[src/rtl/receiver_pkg.sv]
// Shared SPART constants and receiver state encoding.
// Frame geometry is common to the transmitter and receiver.
package receiver_pkg;

    localparam int unsigned SAMPLES_PER_BIT_DEF = 16;
    localparam int unsigned FRAME_DATA_BITS     = 8;

    typedef enum logic [2:0] {
        RX_IDLE  = 3'd0,
        RX_START = 3'd1,
        RX_DATA  = 3'd2,
        RX_STOP  = 3'd3,
        RX_BREAK = 3'd4
    } rx_state_t;

endpackage

[src/rtl/receiver_sync.sv]
// Two-flop synchronizer for a single asynchronous input.
// Both stages reset to RESET_VAL so an idle-high line does not look active out of reset.
module rx_synchronizer #(
    parameter logic RESET_VAL = 1'b1
) (
    input  logic clk,
    input  logic rst,
    input  logic d,
    output logic q
);

    logic meta;

    always_ff @(posedge clk or posedge rst) begin
        if (rst) begin
            meta <= RESET_VAL;
            q    <= RESET_VAL;
        end else begin
            meta <= d;
            q    <= meta;
        end
    end

endmodule

[src/rtl/receiver.sv]
// SPART serial receiver: 16x oversampled start/8-data/stop frame, MSB first,
// with data-available, sticky framing-error and sticky overrun status.
module receiver
    import receiver_pkg::*;
#(
    parameter int unsigned SAMPLES_PER_BIT = SAMPLES_PER_BIT_DEF,
    parameter int unsigned DATA_BITS       = FRAME_DATA_BITS
) (
    input  logic                 clk,
    input  logic                 rst,
    input  logic                 RxD,
    input  logic                 rxEnable,
    input  logic                 rec_read,
    output logic [DATA_BITS-1:0] rec_buff,
    output logic                 RDA,
    output logic                 framing_err,
    output logic                 overrun
);

    localparam int unsigned SW  = $clog2(SAMPLES_PER_BIT);
    localparam int unsigned BCW = $clog2(DATA_BITS);

    localparam logic [SW-1:0]  HALF_LAST = SW'(SAMPLES_PER_BIT / 2 - 1);
    localparam logic [SW-1:0]  FULL_LAST = SW'(SAMPLES_PER_BIT - 1);
    localparam logic [BCW-1:0] LAST_BIT  = BCW'(DATA_BITS - 1);

    logic rx;

    rx_state_t            state, state_nxt;
    logic [SW-1:0]        sample_cnt, sample_cnt_nxt;
    logic [BCW-1:0]       bit_cnt, bit_cnt_nxt;
    logic [DATA_BITS-1:0] shift, shift_nxt;
    logic [DATA_BITS-1:0] buff_nxt;
    logic                 rda_nxt, fe_nxt, ov_nxt;

    rx_synchronizer #(.RESET_VAL(1'b1)) u_sync (
        .clk (clk),
        .rst (rst),
        .d   (RxD),
        .q   (rx)
    );

    always_ff @(posedge clk or posedge rst) begin
        if (rst) begin
            state       <= RX_IDLE;
            sample_cnt  <= '0;
            bit_cnt     <= '0;
            shift       <= '0;
            rec_buff    <= '0;
            RDA         <= 1'b0;
            framing_err <= 1'b0;
            overrun     <= 1'b0;
        end else begin
            state       <= state_nxt;
            sample_cnt  <= sample_cnt_nxt;
            bit_cnt     <= bit_cnt_nxt;
            shift       <= shift_nxt;
            rec_buff    <= buff_nxt;
            RDA         <= rda_nxt;
            framing_err <= fe_nxt;
            overrun     <= ov_nxt;
        end
    end

    // Status clear by the bus comes first so a same-edge load overrides it.
    always_comb begin
        state_nxt      = state;
        sample_cnt_nxt = sample_cnt;
        bit_cnt_nxt    = bit_cnt;
        shift_nxt      = shift;
        buff_nxt       = rec_buff;
        rda_nxt        = RDA;
        fe_nxt         = framing_err;
        ov_nxt         = overrun;

        if (rec_read) begin
            rda_nxt = 1'b0;
            fe_nxt  = 1'b0;
            ov_nxt  = 1'b0;
        end

        if (rxEnable) begin
            case (state)
                RX_IDLE: begin
                    if (!rx) begin
                        state_nxt      = RX_START;
                        sample_cnt_nxt = '0;
                    end
                end
                RX_START: begin
                    sample_cnt_nxt = SW'(sample_cnt + 1'b1);
                    if (sample_cnt == HALF_LAST) begin
                        if (!rx) begin
                            state_nxt      = RX_DATA;
                            sample_cnt_nxt = '0;
                            bit_cnt_nxt    = '0;
                        end else begin
                            state_nxt = RX_IDLE;
                        end
                    end
                end
                RX_DATA: begin
                    sample_cnt_nxt = SW'(sample_cnt + 1'b1);
                    if (sample_cnt == FULL_LAST) begin
                        shift_nxt   = {shift[DATA_BITS-2:0], rx};
                        bit_cnt_nxt = BCW'(bit_cnt + 1'b1);
                        if (bit_cnt == LAST_BIT) begin
                            state_nxt = RX_STOP;
                        end
                    end
                end
                RX_STOP: begin
                    sample_cnt_nxt = SW'(sample_cnt + 1'b1);
                    if (sample_cnt == FULL_LAST) begin
                        if (rx) begin
                            buff_nxt = shift;
                            rda_nxt  = 1'b1;
                            if (RDA && !rec_read) begin
                                ov_nxt = 1'b1;
                            end
                            state_nxt = RX_IDLE;
                        end else begin
                            fe_nxt    = 1'b1;
                            state_nxt = RX_BREAK;
                        end
                    end
                end
                RX_BREAK: begin
                    if (rx) begin
                        state_nxt = RX_IDLE;
                    end
                end
                default: begin
                    state_nxt = RX_IDLE;
                end
            endcase
        end
    end

endmodule

[config.mk]
export PLATFORM = sky130hd
export DESIGN_NAME = receiver
export DESIGN_NICKNAME = d
export VERILOG_FILES = /design/src/rtl/receiver_pkg.sv /design/src/rtl/receiver_sync.sv /design/src/rtl/receiver.sv
export SDC_FILE = /design/constraint.sdc
export NUM_CORES = 1
export LEC_CHECK = 0
export CAP_MARGIN = 15
export CORE_MARGIN = 2
export CORE_UTILIZATION = 53
export CTS_CLUSTER_SIZE = 24
export DETAILED_ROUTE_END_ITERATION = 12
export PLACE_DENSITY = 0.83
export SYNTH_ARGS = -nofsm -noshare
export SYNTH_HDL_FRONTEND = slang
export SYNTH_SLANG_ARGS = --single-unit
export TNS_END_PERCENT = 20
[constraint.sdc]
create_clock -name clk -period 3.92 [get_ports clk]
set_input_delay 0.784 -clock clk [delete_from_list [all_inputs] [get_ports clk]]
set_output_delay 0.784 -clock clk [all_outputs]
set_load 0.02 [all_outputs]
==> results_dict.tcl <==
set metrics [dict create \
    run_status "finished, final reports clean" \
    port_buffers 15 \
    finalSetupTns_ps 0 \
    path_depth 1 \
    grt_max_degree 32 \
    postCtsSetupRepairBufs 0 \
    clk_path_buf_depth 2 \
    syn_to_final_growth_pct 19.17 \
    overflow 0 \
    critPathMaxFanout 3 \
    htreeDepth 2 \
    p_leak_nw 0.7994 \
    cp_slowest_cell "clkdlybuf4s50_1" \
    cap_violations 0 \
    holdPathStages 0 \
    holdWs_ps 363.1 \
    finClkSkew_ps 5.393 \
    cts-resized-gates 0 \
    critPathBufInv 1 \
    rows 18 \
    rsz0062_at_grt "false" \
    post-route-period-util_pct 54.21 \
    critical_path_arrival_ps 1340 \
    clkTransAtPathRegs_ps 100 \
    drtIter0Drc 20 \
    wl_per_cell_um 14.18 \
    yosysTopAreaCell "dfrtp_1" \
    num_antenna_cells 0 \
    grt_pass1_vias 884 \
    hold_class "reg2reg" \
    slew_headroom_pct 57.33 \
    dr.pass1.iters 4 \
    cts_tree "done" \
    slew_violations 0 \
    hold_buffers 0 \
    synth_top_area_share_pct 52.44 \
    fin_nets 142 \
    yosysUniqueCellTypes 33 \
    cts.sinks 31 \
    ir_worst_vdd_mv 0.3951 \
    ys_warn_count 0 \
    worstSkewPairLatency_ps 340 \
    crit_chain "clkdlybuf4s50_1" \
    start_util_pct 55.86 \
    die_x_um 55.10 \
    synthFlopType "dfrtp_1" \
    crit_path_start_kind "flip-flop" \
    tightest_slew_ps 639.4 \
    setup_violations 0 \
    drt-vias-per-instance 5.594 \
    die_area_um2 3035 \
    drive_gt1_share_pct 25.19 \
    min_period_ps 2125 \
    synthArstFlopShare_pct 100.0 \
    reg2reg_depth 4 \
    vias 923 \
    finalHoldViolCount 0 \
    grt_pass1_wl_um 3919 \
    hpwl_um 1565 \
    syn_area_um2 1384 \
    gp_congestion 0.7844 \
    antenna_found_initial 0 \
    cts_buffers 5 \
    avgSynthCellArea_um2 12.14 \
    synth_cells 114 \
    core_area_um2 2477 \
    synth_area_leaders "dfrtp_1 (52%), mux2_2 (15%), dfstp_2 (3.8%)" \
    cts-root-buf "clkbuf_4" \
    ios 16 \
    critical-path-top-delay-family "buffers and inverters" \
    synth-seq-cells 31 \
    endpoint_kind "primary output" \
    power_density_nw_per_um2 481.2 \
    ant_nets 0 \
    die_y_um 55.10 \
    synth_edf_count 0 \
    cp_slowest_stage_delay_ps 620 \
    drc 0 \
    routed_wl_um 2339 \
    fmaxAchievable_mhz 470.6 \
    worstPathRequired_ps 3140 \
    gr-usage-all-layers_pct 19.31 \
    yosysSeqAreaShare_pct 56.24 \
    syn_nets 122 \
    critPathKind "reg2out" \
    fillers 189 \
]
-- cells in the mapped netlist, types with 2 or more instances --
master	number
a21o_1	2
dfstp_2	2
a31oi_1	3
nand2_1	10
nand3_1	2
and3_1	2
nor2_1	6
o21ai_0	5
nor3_1	3
ha_1	3
a21oi_1	3
dfrtp_1	29
mux2i_1	2
inv_1	6
mux2_2	18
-- cells in the final DEF, fill, tap and decap left out, types with 2 or more instances in the layout --
cell type	count
nor3_1	3
clkbuf_4	5
nand2_1	10
a21o_1	2
ha_1	3
inv_1	6
nor2_1	6
a31oi_1	3
o21ai_0	5
clkdlybuf4s50_1	15
and3_1	2
a21oi_1	3
mux2i_1	2
mux2_2	18
nand3_1	2
dfrtp_1	29
dfstp_2	2
-- per-stage QoR --
stage	utilization (%)	power, mW	std cells	area [µm²]	setup slack, ps
after floorplan	-	0.5138	114	1384	2231
after global placement	62.47	0.5278	156	1548	1547
after detailed placement	62.47	0.5350	156	1548	1478
after CTS	65.96	0.7992	164	1634	1789
after global routing	66.57	0.8386	165	1649	1727
final	66.57	0.7935	165	1649	1795
-- cell families after synthesis --
family	share of synthesized area, %
AOI/OAI and AO/OA	8.770
xor gates and xnor gates	0.6330
adders and majority gates	2.713
and+or+nand+nor	12.21
buffers and inverters	3.345
muxes	16.09
DFF	56.24
-- power by group --
group | total (mW) | internal [mW] | leakage, nW | switching [mW]
Sequential | 0.404 | 0.355 | 0.403 | 0.0495
Clock | 0.261 | 0.151 | 0.0482 | 0.110
Combinational | 0.128 | 0.0661 | 0.348 | 0.0623
-- path summary, 6_finish.rpt --
path	start	endpoint	slack [ps]
worst max-delay path	RDA	RDA	1800
worst min-delay path	u_sync.meta	u_sync.q	360
worst max register to register	sample_cnt[0]	shift[1]	2200
worst min register to register	u_sync.meta	u_sync.q	360
max in group asynchronous	rst	rec_buff[1]	2570
min in group asynchronous	rst	rec_buff[7]	820
-- flip-flops by register name, summed over array words and instances, names as in the netlist --
name         count
rec_buff         8
bit_cnt          3
state            3
u_sync.q         1
u_sync.meta      1
overrun          1
sample_cnt       4
RDA              1
framing_err      1
shift            8
-- final cells by class --
| cell class | count | area [µm²] | area share (%) |
|---|---|---|---|
| clock buffer | 6 | 51.30 | 3.111 |
| clock inverter | 2 | 35.03 | 2.124 |
| sequential | 31 | 778.2 | 47.19 |
| tap | 30 | 37.54 | 2.276 |
| inverter | 6 | 22.52 | 1.366 |
| timing repair buffer | 16 | 165.2 | 10.02 |
| multi-input combinational | 74 | 559.3 | 33.92 |
-- metal layers --
layer	GRT usage, %	vias up	share of wire (%)
li1	-	439	-
met1	23.36	445	43
met2	30.16	31	49
met3	4.839	8	5.1
met4	13.41	0	3.2
met5	0	-	0
Note: power is estimated with default switching activity, not from simulation.
